--- src/rtl/register_file_param_if.sv ---
// register_file_param_if
// ----------------------
// Bundle of the register file's bus signals: one write port, two read ports,
// the sequential-clear request/status pair and the write acknowledge.
//
// Parameters:
//   WIDTH  data width of each register (signed two's complement)
//   DEPTH  number of registers (>= 2); AW = $clog2(DEPTH) address bits
//
// Signals (direction seen from the register file, i.e. the slave modport):
//   write_enable    in   1       write request this cycle
//   write_reg_num   in   AW      write address
//   write_data      in   WIDTH   write value (signed)
//   read_reg_1_num  in   AW      read port 1 address
//   read_reg_2_num  in   AW      read port 2 address
//   read_data_1     out  WIDTH   read port 1 value (signed, combinational)
//   read_data_2     out  WIDTH   read port 2 value (signed, combinational)
//   clear_req       in   1       request a sequential clear of all registers
//   busy            out  1       high while the clear sequence runs
//   write_ack       out  1       registered pulse, cycle after an accepted write
//   state_dbg       out  1       clear FSM state (0 = IDLE, 1 = CLEAR)
//   clr_ptr_dbg     out  AW      clear pointer
//
// Handshake: a write is a single-cycle request with no ready/stall path.
// It is accepted at the rising edge when write_enable=1, busy=0, reset=0
// and write_reg_num < DEPTH; write_ack reports acceptance one cycle later.
// A write that is not accepted is simply dropped and never retried.
interface register_file_param_if #(
    parameter int WIDTH = 16,
    parameter int DEPTH = 4
);
    localparam int AW = $clog2(DEPTH);

    logic                    write_enable;
    logic [AW-1:0]           write_reg_num;
    logic signed [WIDTH-1:0] write_data;
    logic [AW-1:0]           read_reg_1_num;
    logic [AW-1:0]           read_reg_2_num;
    logic signed [WIDTH-1:0] read_data_1;
    logic signed [WIDTH-1:0] read_data_2;
    logic                    clear_req;
    logic                    busy;
    logic                    write_ack;
    logic                    state_dbg;
    logic [AW-1:0]           clr_ptr_dbg;

    // Requester side: drives requests and addresses, observes results.
    modport master (
        output write_enable,
        output write_reg_num,
        output write_data,
        output read_reg_1_num,
        output read_reg_2_num,
        output clear_req,
        input  read_data_1,
        input  read_data_2,
        input  busy,
        input  write_ack,
        input  state_dbg,
        input  clr_ptr_dbg
    );

    // Register file side.
    modport slave (
        input  write_enable,
        input  write_reg_num,
        input  write_data,
        input  read_reg_1_num,
        input  read_reg_2_num,
        input  clear_req,
        output read_data_1,
        output read_data_2,
        output busy,
        output write_ack,
        output state_dbg,
        output clr_ptr_dbg
    );
endinterface

--- src/rtl/register_file_param.sv ---
// register_file_param
// -------------------
// Parameterised register file with two combinational read ports, one
// synchronous write port, a registered write acknowledge and a sequential
// clear engine that zeroes one register per clock.
//
// Ports:
//   clk    in  1   single clock, all state updates on the rising edge
//   reset  in  1   synchronous, active-high; clears all registers, returns
//                  the clear FSM to IDLE and aborts a clear in progress
//   bus    register_file_param_if.slave (see the interface file for the
//          individual signals)
//
// Parameters:
//   WIDTH  register width in bits (signed)
//   DEPTH  number of registers (>= 2); reads of addresses >= DEPTH return 0
//          and writes to them are dropped
//
// Configuration macro:
//   REGFILE_WRITE_BYPASS_EN  when defined, a read port addressing the
//          register being written by an accepted write returns write_data in
//          the same cycle; when undefined it returns the pre-write contents.
module register_file_param #(
    parameter int WIDTH = 16,
    parameter int DEPTH = 4
) (
    input logic                   clk,
    input logic                   reset,
    register_file_param_if.slave  bus
);

    localparam int AW = $clog2(DEPTH);

    // DEPTH always fits in AW+1 bits, so address range checks are done by
    // zero-extending the address by one bit and comparing unsigned.
    localparam logic [AW:0]   DEPTH_W  = (AW + 1)'(DEPTH);
    localparam logic [AW-1:0] LAST_IDX = AW'(DEPTH - 1);

    typedef enum logic {
        IDLE  = 1'b0,
        CLEAR = 1'b1
    } state_t;

    state_t                  state;
    state_t                  state_next;
    logic [AW-1:0]           clr_ptr;
    logic [AW-1:0]           clr_ptr_next;
    logic                    busy;

    logic signed [WIDTH-1:0] regs [DEPTH];

    logic                    write_in_range;
    logic                    write_accept;
    logic                    write_ack;
    logic                    read_1_in_range;
    logic                    read_2_in_range;
    logic signed [WIDTH-1:0] read_data_1;
    logic signed [WIDTH-1:0] read_data_2;

    // ------------------------------------------------------------------
    // Write acceptance
    // ------------------------------------------------------------------
    assign write_in_range = ({1'b0, bus.write_reg_num} < DEPTH_W);

    // reset is included so that the bypass path and the acknowledge agree
    // with the register array, where reset has priority over the write.
    assign write_accept = bus.write_enable && !busy && !reset && write_in_range;

    // ------------------------------------------------------------------
    // Clear FSM: state register
    // ------------------------------------------------------------------
    always_ff @(posedge clk) begin
        if (reset) begin
            state   <= IDLE;
            clr_ptr <= '0;
        end else begin
            state   <= state_next;
            clr_ptr <= clr_ptr_next;
        end
    end

    // ------------------------------------------------------------------
    // Clear FSM: next-state logic
    // A clear request is only looked at in IDLE, so requests arriving
    // during CLEAR neither restart nor extend the sequence. The pointer is
    // parked at 0 in IDLE so every clear starts at register 0.
    // ------------------------------------------------------------------
    always_comb begin
        state_next   = state;
        clr_ptr_next = clr_ptr;
        case (state)
            IDLE: begin
                clr_ptr_next = '0;
                if (bus.clear_req) begin
                    state_next = CLEAR;
                end
            end
            CLEAR: begin
                if (clr_ptr == LAST_IDX) begin
                    state_next   = IDLE;
                    clr_ptr_next = '0;
                end else begin
                    clr_ptr_next = clr_ptr + 1'b1;
                end
            end
            default: begin
                state_next   = IDLE;
                clr_ptr_next = '0;
            end
        endcase
    end

    // ------------------------------------------------------------------
    // Clear FSM: outputs (decoded from the state register only)
    // ------------------------------------------------------------------
    always_comb begin
        busy = (state == CLEAR);
    end

    // ------------------------------------------------------------------
    // Register array
    // While clearing, writes are already blocked by write_accept, so the
    // clear and write branches never compete for the same edge.
    // ------------------------------------------------------------------
    always_ff @(posedge clk) begin
        if (reset) begin
            for (int i = 0; i < DEPTH; i++) begin
                regs[i] <= '0;
            end
        end else if (busy) begin
            regs[clr_ptr] <= '0;
        end else if (write_accept) begin
            regs[bus.write_reg_num] <= bus.write_data;
        end
    end

    // ------------------------------------------------------------------
    // Write acknowledge: one cycle per accepted write, so back-to-back
    // writes produce a continuous high level.
    // ------------------------------------------------------------------
    always_ff @(posedge clk) begin
        if (reset) begin
            write_ack <= 1'b0;
        end else begin
            write_ack <= write_accept;
        end
    end

    // ------------------------------------------------------------------
    // Read ports (combinational, independent)
    // ------------------------------------------------------------------
    assign read_1_in_range = ({1'b0, bus.read_reg_1_num} < DEPTH_W);
    assign read_2_in_range = ({1'b0, bus.read_reg_2_num} < DEPTH_W);

    always_comb begin
        read_data_1 = '0;
        if (read_1_in_range) begin
            read_data_1 = regs[bus.read_reg_1_num];
        end
`ifdef REGFILE_WRITE_BYPASS_EN
        if (write_accept && (bus.read_reg_1_num == bus.write_reg_num)) begin
            read_data_1 = bus.write_data;
        end
`endif
    end

    always_comb begin
        read_data_2 = '0;
        if (read_2_in_range) begin
            read_data_2 = regs[bus.read_reg_2_num];
        end
`ifdef REGFILE_WRITE_BYPASS_EN
        if (write_accept && (bus.read_reg_2_num == bus.write_reg_num)) begin
            read_data_2 = bus.write_data;
        end
`endif
    end

    // ------------------------------------------------------------------
    // Output hookup
    // ------------------------------------------------------------------
    assign bus.read_data_1 = read_data_1;
    assign bus.read_data_2 = read_data_2;
    assign bus.busy        = busy;
    assign bus.write_ack   = write_ack;
    assign bus.state_dbg   = state;
    assign bus.clr_ptr_dbg = clr_ptr;

endmodule
--- src/flat_wrapper.sv ---
// flat-port wrapper written by rule: the top's interface ports become plain ports
module register_file_param_flat 
#(
    parameter int WIDTH = 16,
    parameter int DEPTH = 4
)
  (clk, reset, bus_write_enable, bus_write_reg_num, bus_write_data, bus_read_reg_1_num, bus_read_reg_2_num, bus_clear_req, bus_read_data_1, bus_read_data_2, bus_busy, bus_write_ack, bus_state_dbg, bus_clr_ptr_dbg);
  register_file_param_if #(.WIDTH(WIDTH), .DEPTH(DEPTH)) bus_i ();
  input logic clk;
  input logic reset;
  input wire logic [$bits(bus_i.write_enable)-1:0] bus_write_enable;
  input wire logic [$bits(bus_i.write_reg_num)-1:0] bus_write_reg_num;
  input wire logic [$bits(bus_i.write_data)-1:0] bus_write_data;
  input wire logic [$bits(bus_i.read_reg_1_num)-1:0] bus_read_reg_1_num;
  input wire logic [$bits(bus_i.read_reg_2_num)-1:0] bus_read_reg_2_num;
  input wire logic [$bits(bus_i.clear_req)-1:0] bus_clear_req;
  output wire logic [$bits(bus_i.read_data_1)-1:0] bus_read_data_1;
  output wire logic [$bits(bus_i.read_data_2)-1:0] bus_read_data_2;
  output wire logic [$bits(bus_i.busy)-1:0] bus_busy;
  output wire logic [$bits(bus_i.write_ack)-1:0] bus_write_ack;
  output wire logic [$bits(bus_i.state_dbg)-1:0] bus_state_dbg;
  output wire logic [$bits(bus_i.clr_ptr_dbg)-1:0] bus_clr_ptr_dbg;
  assign bus_i.write_enable = bus_write_enable;
  assign bus_i.write_reg_num = bus_write_reg_num;
  assign bus_i.write_data = bus_write_data;
  assign bus_i.read_reg_1_num = bus_read_reg_1_num;
  assign bus_i.read_reg_2_num = bus_read_reg_2_num;
  assign bus_i.clear_req = bus_clear_req;
  assign bus_read_data_1 = bus_i.read_data_1;
  assign bus_read_data_2 = bus_i.read_data_2;
  assign bus_busy = bus_i.busy;
  assign bus_write_ack = bus_i.write_ack;
  assign bus_state_dbg = bus_i.state_dbg;
  assign bus_clr_ptr_dbg = bus_i.clr_ptr_dbg;
  register_file_param #(.WIDTH(WIDTH), .DEPTH(DEPTH)) u_core (.clk(clk), .reset(reset), .bus(bus_i));
endmodule
--- config.mk ---
export PLATFORM = sky130hd
export DESIGN_NAME = register_file_param_flat
export DESIGN_NICKNAME = d
export VERILOG_FILES = /design/src/rtl/register_file_param_if.sv /design/src/rtl/register_file_param.sv /design/src/flat_wrapper.sv
export SDC_FILE = /design/constraint.sdc
export NUM_CORES = 1
export LEC_CHECK = 0
export ABC_AREA = 0
export ABC_CLOCK_PERIOD_IN_PS = 6550
export BUFFER_PORTS_ARGS = -buffer_cell sky130_fd_sc_hd__buf_4
export CAP_MARGIN = 10
export CORE_MARGIN = 8
export CORE_UTILIZATION = 60
export CTS_BUF_LIST = sky130_fd_sc_hd__clkbuf_16
export CTS_CLUSTER_DIAMETER = 200
export CTS_CLUSTER_SIZE = 25
export DETAILED_ROUTE_END_ITERATION = 8
export PLACE_DENSITY = 0.84
export SYNTH_ARGS = -nofsm -noshare
export SYNTH_HDL_FRONTEND = slang
export SYNTH_SLANG_ARGS = --single-unit
--- constraint.sdc ---
create_clock -name clk -period 6.55 [get_ports clk]
set_input_delay 0 -clock clk [delete_from_list [all_inputs] [get_ports clk]]
set_output_delay 0 -clock clk [all_outputs]
set_load 0.05 [all_outputs]
Yosys cells after proc, flatten, opt, wreduce, memory -nomap -nowiden

Memories as Yosys holds them, arrays and structs flattened.
Cells that the tools add are included.
W data, S select, Z words.

Memories kept: 1
RAM bits: 64
Bits in latches: 0
ROM bits: 0
Bits in registers: 4
Input bits: 26
Output and inout port bits: 37
Word-level logic and storage cells: 33

Memories:

| name        | words | bits a word | rd ports | clocked after Yosys merged registers in | write ports | RTL line                  | source |
|---|---|---|---|---|---|---|---|
| u_core.regs | 4     | 16          | 2        | 0                                       | 4           | register_file_param.sv:50 | `logic signed [WIDTH-1:0] regs [DEPTH];` |

Order comparisons: 0
Equal/unequal tests: 1
Add/sub/neg operators: 1
Div/mod/pow operators: 0
Multipliers: 0
Mux-type cells: 20
Reductions and logical operators: 6
Shifts and indexed selects: 0
Bitwise logic cells: 1

Operators by type and width:

| operator              | number |
|---|---|
| $mux W16              | 2 |
| $reduce_or A16 Y1     | 2 |
| $mux W1               | 13 |
| $mux W2               | 3 |
| $pmux W2 S2           | 1 |
| $add A2 B1 Y2 const B | 1 |
| $eq A2 B2 Y1 const B  | 1 |
| $logic_and A1 B1 Y1   | 2 |
| $logic_not A1 Y1      | 2 |
| $pmux W1 S2           | 1 |
| $not A1 Y1            | 1 |

Depth between registers and ports, before layout

Gate-level depths: netlist of run 1.

Depth in word-level cells: 9
Gate-level depth with buffers: 5
Depth with buffers taken out: 3

Worst setup path before layout of run 1

OpenSTA, ideal clock, no wires.

Kind: reg2reg
Start: register u_core.state, in the netlist u_core.bus.busy
End: memory u_core.regs[3][0] (enable)
Stages on the path, launching flop included: 5
Arrival time: 2.414 ns
Library setup time: 0.414 ns
Path buffers: 1
Path slack: 3.722 ns
Data required time: 6.136 ns
Path through: dfxtp_1 buf_4 nand2_1 nand3_1 a21boi_0

RTL lines:

| item                   | RTL line                  | source |
|---|---|---|
| start, declared        | register_file_param.sv:44 | `state_t state;` |
| start signal, assigned | register_file_param.sv:77 | `state <= state_next;` |
| end, declared          | register_file_param.sv:50 |  |

==> results of run 1 <==
-- cells in the final DEF, fill, tap and decap left out --
master         instances
edfxtp_1              64
buf_4                 63
and2_1                48
mux4_2                32
dlygate4sd3_1         18
nor2b_1                9
clkbuf_16              9
and2b_1                7
inv_1                  4
nand2_1                4
dfxtp_1                4
nand2b_1               3
nor2_1                 2
a21oi_1                2
clkinv_2               2
clkinv_1               2
diode_2                1
nor3b_2                1
nor4b_1                1
nand3b_1               1
nand3_1                1
or3b_4                 1
a21o_1                 1
a21boi_2               1
and4b_1                1
a311o_1                1
a221oi_4               1
nor3_1                 1
nor3b_1                1
ha_1                   1
-- metal layers --
metal | global-route usage (%) | wire length [um] | up-vias
met5 | 0 | 0 | -
met4 | 9.55 | 117 | 0
met3 | 5.02 | 511 | 11
met2 | 33.8 | 4220 | 83
met1 | 21.8 | 2880 | 1059
li1 | - | - | 947
-- cell type report --
cell class | count | area, sq um | area share [%]
multi-input cells | 120 | 1320 | 30.5
clock buffers | 9 | 225 | 5.21
well taps | 72 | 90.1 | 2.08
clock inverters | 6 | 25.0 | 0.579
diodes | 1 | 2.50 | 0.0579
repair buffers | 81 | 653 | 15.1
inverters | 2 | 7.51 | 0.174
flip-flops and latches | 68 | 2000 | 46.3
-- power groups by stage --
stage / combinational (mW) / sequential (mW) / clock [mW]
after global routing: 0.257 / 0.533 / 0.429
final: 0.246 / 0.530 / 0.405
after global placement: 0.233 / 0.533 / 0
after floorplan: 0.166 / 0.533 / 0
after CTS: 0.248 / 0.529 / 0.409
after detailed placement: 0.238 / 0.537 / 0
-- worst max-delay path: cells and delay by family (launching register included) --
kind               cells  cell delay, ns
AOI/OAI and AO/OA      1            0.74
DFF                    1            0.45
and+or+nand+nor        2            0.71
-- worst paths after layout --
| kind | start | to | cells past startpoint |
|---|---|---|---|
| min | bus_write_enable | u_core.bus.write_ack | 2 |
| min reg2reg | u_core.bus.clr_ptr_dbg[0] | u_core.bus.clr_ptr_dbg[0] | 1 |
| max reg2reg | u_core.bus.busy | u_core.regs[2][1] | 3 |
| max | u_core.bus.busy | u_core.regs[2][1] | 3 |
-- sequential cells by signal, indices dropped and copies added (netlist names) --
signal	count
u_core.regs	64
u_core.bus.clr_ptr_dbg	2
u_core.bus.busy	1
u_core.bus.write_ack	1
-- per-stage QoR --
stage	cells	area [sq um]	util [%]	setup WS [ns]	hold WS (ns)
after global routing	359	4320	78.5	4.15	0.173
after CTS	358	4320	78.4	4.31	0.137
after floorplan	205	3400	-	3.72	0.0691
final	359	4320	78.5	4.26	0.158
after detailed placement	325	3890	70.6	4.29	0.249
after global placement	325	3890	70.6	4.46	0.245
-- kinds of logic after synthesis --
kind of cell | after synthesis
flip-flops | 68
multiplexers | 32
AO/OA/AOI/OAI | 6
buffers and inverters | 17
adder cells (fa/ha/maj) | 1
AND/OR/NAND/NOR | 81
==> key figures, run 1 <==
Setup path
  • Max incr delay on CP: 0.74 ns
  • Crit-path max FO: 17
  • CP required: between 6 and 7 ns
  • Critical path class: reg -> reg
  • Crit. End Element: register
  • Startpoint Class: register
  • Slowest cell on the critical path: a311o_1
  • Cell-by-cell trace of the critical path: nor2_1, and4b_1, a311o_1
  • Reg2reg setup slack: 4.26 ns
  • Critical Path AT: 2.24 ns

Clock tree
  • H-tree levels: 3
  • Clock tree sinks: 68
  • Hold Buf Count CTS: 18
  • CTS buffer count: 9
  • # Post-CTS Setup Buffers: 0
  • TritonCTS clock tree: done
  • Root buf cell: clkbuf_16
  • CTS Buffer Depth: 2
  • Clk slew on worst S/H paths: 0.05 ns
  • Clk Latency, worst-skew pair: roughly 0.32 ns
  • PostCTS Resize Cnt: 0

Power
  • Power Total: 1.18 mW
  • P_leak: 1.73 nW
  • Comb pwr share: 20.8%
  • P_sw: 0.330 mW
  • Internal power: 0.851 mW
  • Clock power share: between 30% and 40%
  • Pwr per Cell Area: 273 nW/um^2
  • Switch share: 28.0%
  • Reg power frac: 44.9%
  • Peak supply drop: 0.191 mV

Status
  • Status: finished, final reports clean

STA
  • Unrepaired setup endpoints after global routing: no
  • Final Hold Vio Count: 0
  • Share of the clock period used by the worst path: 35.0%
  • Clock skew: 0.00782 ns
  • Max Slew Vio Count: 0
  • Min Tclk post-route: 2.29 ns
  • Setup_tns: 0 ns
  • Max-slew headroom: between 30 and 40%
  • Peak Freq: 436 MHz
  • Final setup violating endpoints: 0
  • Slew @ Worst Pin: 0.994 ns

Global route
  • Aggregate global-route resource usage: 19.4%
  • First-pass GRT wire length: 12300 um
  • Total grt overflow: 0
  • Initial antenna violation count: 1
  • Largest net degree at the start of global routing: 18
  • Vias in the first global route: 2261

Route
  • Post-detailed-route count of antenna-violating nets: 0
  • DR pass1 iterations: 4
  • Post-route DRC: 0
  • Via/cell ratio: a little under 6
  • DR iter-0 viols: 150
  • WL/cell: ~22 um
  • Final wirelength: around 7700 um
  • Via count: 2100

Synthesis
  • Post-synthesis cell type count: 28
  • Most common cell in the netlist: edfxtp_1
  • Mux contribution to synthesized area: 21.2%
  • Syn avg cell area: 16.6 sq um
  • Syn nets: 232
  • Cells after synthesis: 205
  • Sequential area share after synthesis: 58.9%
  • Synth Area in Compound Gates: 1.80%
  • Simple-Gate Fraction of Synth Area: 15.2%
  • FF+latch count, synth: 68
  • Synth area leader: edfxtp_1
  • Largest family of logic cells by synthesized area: multiplexers
  • Adder-cell share of the synthesized area: 0.368%
  • Top-area cell type share of the netlist area: 56.5%
  • Number of flops mapped to enable cells by yosys: 64
  • Cell Area, Synth: 3400 sq um
  • Yosys warnings: 0
  • Synth top area cells: edfxtp_1 (57%), mux4_2 (21%), and2_1 (8.8%)
  • Ys flop type: edfxtp_1
  • Top cells by count, synth: edfxtp_1 (64), and2_1 (48), mux4_2 (32), nor2b_1 (9)
  • Post-synth ARST share: 0%
  • XOR/XNOR Fraction of Synth Area: 0%

Finish
  • Layout area overhead: 27.1%
  • Net count, final: 309
  • Fillers: ~320
  • Layout cell share with drive strength beyond 1: 38.5%

Placed design
  • HPWL Detailed: 5080 um
  • GP Congestion: 0.776
  • I/O Buffers: 62

Hold path
  • Worst Hold Class: in -> reg

Die
  • # IOs: 63
  • Initial core utilization: 61.7%
  • Die span in y: ~91 um
  • Die Wd: 91.3 um
  • Die Area: 8330 sq um
  • Rows: 27
  • Core Area: 5510 sq um

Run
  • # Max-Cap Violations: 0
Note: power is estimated with default switching activity, not from simulation.
==> run 2: changes to the inputs <==
- ABC_AREA: 0 -> 1
- ABC_CLOCK_PERIOD_IN_PS: 6550 -> 2050
- CORE_UTILIZATION: 60 -> 50
- PLACE_DENSITY: 0.84 -> 0.75
- clock period: 6.55 -> 2.05 ns (I/O delays scaled with it)
==> key figures, run 2 <==
Global route
  • Vias in the first global route: 2994
  • First-pass GRT wire length: approximately 14000 um
  • Total grt overflow: 0
  • Largest net degree at the start of global routing: 47
  • Initial antenna violation count: 0
  • Aggregate global-route resource usage: between 10% and 20%

Clock tree
  • CTS Buffer Depth: 2
  • CTS buffer count: 9
  • PostCTS Resize Cnt: 0
  • TritonCTS clock tree: done
  • Clk slew on worst S/H paths: 0.05 ns
  • H-tree levels: 3
  • Clk Latency, worst-skew pair: 0.32 ns
  • Clock tree sinks: 68
  • Root buf cell: clkbuf_16

Synthesis
  • XOR/XNOR Fraction of Synth Area: 0%
  • FF+latch count, synth: between 60 and 70
  • Synth Area in Compound Gates: 17.8%
  • Syn avg cell area: 9.23 sq um
  • Sequential area share after synthesis: 57.1%
  • Most common cell in the netlist: o21ai_0
  • Mux contribution to synthesized area: 0%
  • Number of flops mapped to enable cells by yosys: 64
  • Cells after synthesis: 380
  • Top-area cell type share of the netlist area: 54.8%
  • Top cells by count, synth: o21ai_0 (92), nor2_1 (69), edfxtp_1 (64), inv_1 (34), a21oi_1 (28)
  • Synth top area cells: edfxtp_1 (55%), o21ai_0 (13%), nor2_1 (7.4%)
  • Post-synthesis cell type count: 22
  • Yosys warnings: 0
  • Ys flop type: edfxtp_1
  • Syn nets: 407
  • Simple-Gate Fraction of Synth Area: around 17%
  • Synth area leader: edfxtp_1
  • Post-synth ARST share: 0%
  • Adder-cell share of the synthesized area: less than 1%
  • Largest family of logic cells by synthesized area: compound AO/OA/AOI/OAI gates
  • Cell Area, Synth: 3510 sq um

Finish
  • Max reg flops: 64
  • Reg with most FFs: u_core.regs
  • Layout area overhead: 24.7%
  • Layout cell share with drive strength beyond 1: 27.6%
  • Final core occ: 64.3%
  • Commonest non-fill, non-tap cells in the layout: o21ai_0 (92), buf_4 (70), nor2_1 (68)
  • Antenna diode count: 0
  • Post-Layout Cell Count: roughly 550
  • Commonest non-fill, non-tap cell in the layout: o21ai_0
  • Net count, final: around 470
  • Fillers: 559
  • Post-route cell area: approximately 4400 sq um

Power
  • Pwr per Cell Area: 921 nW/um^2
  • Power Total: a little over 4 mW
  • P_leak: 1.81 nW
  • Peak supply drop: about 0.77 mV

Setup path
  • Crit. End Element: register
  • Critical path class: reg -> reg
  • CP required: roughly 2 ns
  • Crit-path max FO: 17
  • Startpoint Class: register
  • Critical Path AT: ~1.7 ns

STA
  • Max Slew Vio Count: 0
  • Final Hold Vio Count: 1
  • Min Tclk post-route: 1.64 ns
  • Setup_tns: 0 ns
  • Peak Freq: 611 MHz
  • Final setup margin: between 0.4 and 0.5 ns
  • Slew @ Worst Pin: 0.676 ns
  • Share of the clock period used by the worst path: 79.8%
  • Final setup violating endpoints: 0
  • Min Hold Slack: -0.00115 ns
  • Max-slew headroom: 54.8%
  • Unrepaired setup endpoints after global routing: no
  • Clock skew: 0.00548 ns

Placed design
  • Placed Cells: 523
  • Dpl ws: 0.422 ns
  • GP Congestion: 0.835
  • I/O Buffers: between 60 and 70
  • HPWL Detailed: approximately 6000 um
  • Cell Area, Placed: 4030 sq um

Route
  • DR pass1 iterations: 5
  • Via/cell ratio: ~5.4
  • WL/cell: about 16 um
  • Final wirelength: ~8800 um
  • Post-route DRC: 0
  • Post-detailed-route count of antenna-violating nets: 0
  • Via count: 2964
  • DR iter-0 viols: 247

Die
  • Initial core utilization: 51.6%
  • # IOs: 63
  • Rows: 30
  • Die Wd: 99.8 um
  • Die Area: 9950 sq um
  • Die span in y: 99.8 um
  • Core Area: 6790 sq um

Run
  • # Max-Cap Violations: 0

Status
  • Failing checks: hold timing
  • Status: complete, but fails checks

Hold path
  • Worst Hold Class: in -> reg
==> run 2: cell count changes after synthesis, moves of 12 or more <==
cell,change
nand2_2,+13
inv_1,+32
nor2_2,+18
a21oi_1,+26
mux4_2,-32
and2_1,-48
nor2_1,+67
nand2_1,+12
o21ai_0,+92
==> run 2: area by class of cell <==
cell class | count | area [sq um] | share of cell area, %
Clock buffer | 9 | 225 | 5.15
Clock inverter | 7 | 57.6 | 1.32
Inverter | 39 | 148 | 3.38
Multi-Input combinational cell | 250 | 1230 | 28.2
Sequential cell | 68 | 2000 | 45.8
Tap cell | 96 | 120 | 2.75
Timing Repair Buffer | 76 | 586 | 13.4
==> run 2: final timing paths <==
| kind | from | to | slack (ns) | cells past startpoint |
|---|---|---|---|---|
| setup / recovery | u_core.bus.busy | u_core.regs[2][6] | 0.41 | 6 |
| hold / removal | bus_write_data[7] | u_core.regs[3][7] | -0.001 | 3 |
| setup reg to reg | u_core.bus.busy | u_core.regs[2][6] | 0.41 | 6 |
| hold reg to reg | u_core.bus.clr_ptr_dbg[0] | u_core.bus.clr_ptr_dbg[0] | 0.47 | 1 |
==> run 2: cells by family (layout without fill, tap and decap cells) <==
family,after synthesis,in the layout
adder cells (fa/ha/maj),1,1
AO/OA/AOI/OAI,124,124
flip-flops,68,68
AND/OR/NAND/NOR,125,125
buffers and inverters,62,131
==> run 2: critical path, cell delays in order (launching register included) <==
cell	delay (ns)
dfxtp_2	0.35
nor2_4	0.18
nand3_2	0.09
nand2_2	0.12
nand2_2	0.22
nand2_1	0.12
buf_4	0.23
==> run 2: routing by layer <==
metal | share of wire [%] | wire length [um] | GRT usage [%]
met4 | 2.3 | 199 | 9.66
met3 | 8.2 | 714 | 4.26
met1 | 39 | 3370 | 20.4
met2 | 51 | 4470 | 31.0
met5 | 0 | 0 | 0
==> run 2: power by group <==
part	leakage, nW	internal [mW]	total, mW	switching (mW)
combinational	0.976	0.239	0.846	0.607
clock	0.135	0.921	1.47	0.550
sequential	0.699	1.65	1.71	0.0556
total	1.81	2.81	4.03	1.21
==> run 2: what timing repair did <==
action                                 in CTS  in global routing
endpoints found under the hold margin       5                  0
hold buffers                                6                  0
setup buffers                               0                  0
==> run 3: changes to the inputs <==
- ABC_AREA: 1 -> 0
- ABC_CLOCK_PERIOD_IN_PS: 2050 -> 1600
- CORE_UTILIZATION: 50 -> 55
- PLACE_DENSITY: 0.75 -> 0.78
- clock period: 2.05 -> 1.6 ns (I/O delays scaled with it)
==> key figures, run 3 (same netlist as run 1, synthesis figures left out) <==
Setup path
  • Critical path class: reg -> reg
  • Crit-path max FO: 16
  • Crit. End Element: register
  • Beginning of the critical path: u_core.bus.busy
  • Startpoint Class: register
  • Reg2reg setup slack: 0.07 ns
  • Critical Path AT: 1.57 ns
  • Critical R2R Launch: u_core.bus.busy
  • CP required: 1.64 ns

STA
  • Final setup violating endpoints: 0
  • Max-slew headroom: 67.4%
  • Final setup margin: 0.0702 ns
  • Share of the clock period used by the worst path: 95.6%
  • Setup_tns: 0 ns
  • Peak Freq: between 600 and 700 MHz
  • Min Hold Slack: 0.194 ns
  • Clock skew: 0.00702 ns
  • Unrepaired setup endpoints after global routing: no
  • Slew @ Worst Pin: approximately 0.49 ns
  • Max Slew Vio Count: 0
  • Final Hold Vio Count: 0
  • Min Tclk post-route: 1.53 ns

Hold path
  • Worst Min Path Start: bus_write_enable
  • Worst Hold Class: in -> reg

Route
  • Post-route DRC: 0
  • Via count: about 2100
  • Via/cell ratio: around 5.7
  • Final wirelength: approximately 7500 um
  • DR pass1 iterations: 4
  • DR iter-0 viols: 124
  • Post-detailed-route count of antenna-violating nets: 0
  • WL/cell: 20.2 um

Run
  • # Max-Cap Violations: 0

Global route
  • First-pass GRT wire length: 12200 um
  • Initial antenna violation count: 0
  • Aggregate global-route resource usage: 18.5%
  • Vias in the first global route: roughly 2300
  • Total grt overflow: 0
  • Largest net degree at the start of global routing: 17

Power
  • P_leak: 1.81 nW
  • Pwr per Cell Area: 1100 nW/um^2
  • Peak supply drop: ~0.87 mV
  • Power Total: 4.90 mW

Finish
  • Layout cell share with drive strength beyond 1: a little over two fifths
  • Commonest non-fill, non-tap cells in the layout: buf_4 (70), edfxtp_1 (64), and2_1 (48)
  • Reg with most FFs: u_core.regs
  • Net count, final: 319
  • Antenna diode count: 0
  • Commonest non-fill, non-tap cell in the layout: buf_4
  • Post-Layout Cell Count: 372
  • Max reg flops: 64
  • Layout area overhead: 31.7%

Clock tree
  • H-tree levels: 3
  • CTS buffer count: 9
  • Root buf cell: clkbuf_16
  • Clock tree sinks: 68
  • Clk slew on worst S/H paths: 0.05 ns
  • TritonCTS clock tree: done
  • CTS Buffer Depth: 2
  • Clk Latency, worst-skew pair: between 0.3 and 0.4 ns

Die
  • Die span in y: approximately 95 um
  • Initial core utilization: 57.1%
  • Rows: 28
  • Die Area: between 8000 and 9000 sq um
  • Core Area: around 6000 sq um
  • # IOs: 63
  • Die Wd: 94.6 um

Status
  • Status: finished, final reports clean

Placed design
  • GP Congestion: 0.718
  • Placed Cells: 337
  • Dpl ws: around 0.048 ns
  • I/O Buffers: between 60 and 70
  • HPWL Detailed: 4920 um
==> run 3: cell types whose count changed in the layout (fill, tap and decap cells not counted), moves of 19 or more <==
| cell | change |
|---|---|
| mux4_2 | +32 |
| nor2_2 | -19 |
| inv_1 | -29 |
| a21oi_1 | -27 |
| nor2_1 | -66 |
| o21ai_0 | -92 |
| and2_1 | +48 |
==> run 3: path summary, 6_finish.rpt <==
check / endpoint / cells past startpoint
worst max-delay path: u_core.regs[1][1] / 4
worst min-delay path: u_core.bus.write_ack / 3
worst max register to register: u_core.regs[1][1] / 4
worst min register to register: u_core.bus.clr_ptr_dbg[0] / 1
==> run 3: where the power goes <==
group | switching (mW) | total [mW] | internal (mW)
combinational | 0.639 | 1.06 | 0.416
sequential | 0.0634 | 2.16 | 2.09
clock | 0.679 | 1.69 | 1.01
==> run 3: critical path: stages (launching register included) <==
cell and delay, ns:
dfxtp_4 0.36, or3b_4 0.41, nand2_1 0.15, a21o_2 0.17, buf_12 0.15
==> run 3: routing by layer <==
metal | track usage [%] | part of all wire (%) | vias up
met5 | 0 | 0 | -
met4 | 10.1 | 2.0 | 0
met3 | 4.44 | 6.7 | 13
met2 | 30.1 | 52 | 76
met1 | 22.2 | 40 | 1054
li1 | - | - | 965
==> run 3: metrics by stage <==
step | cell area (sq um) | utilization [%]
floorplan | 3440 | -
global placement | 4020 | 67.5
detailed placement | 4020 | 67.5
CTS | 4450 | 74.8
global route | 4480 | 75.1
finish | 4480 | 75.1
==> run 3: layout make-up <==
| type | count | area (sq um) |
|---|---|---|
| Fill cell | 376 | 1480 |
| Timing Repair Buffer | 91 | 766 |
| Clock inverter | 7 | 28.8 |
| Tap cell | 75 | 93.8 |
| Inverter | 2 | 7.51 |
| Sequential cell | 68 | 2010 |
| Multi-Input combinational cell | 120 | 1350 |
| Clock buffer | 9 | 225 |
==> run 3: what timing repair did <==
item,in CTS,in global routing
setup buffers,0,1
hold buffers,18,0
endpoints found under the setup margin,0,17
resized for setup,0,1
endpoints found under the hold margin,20,0
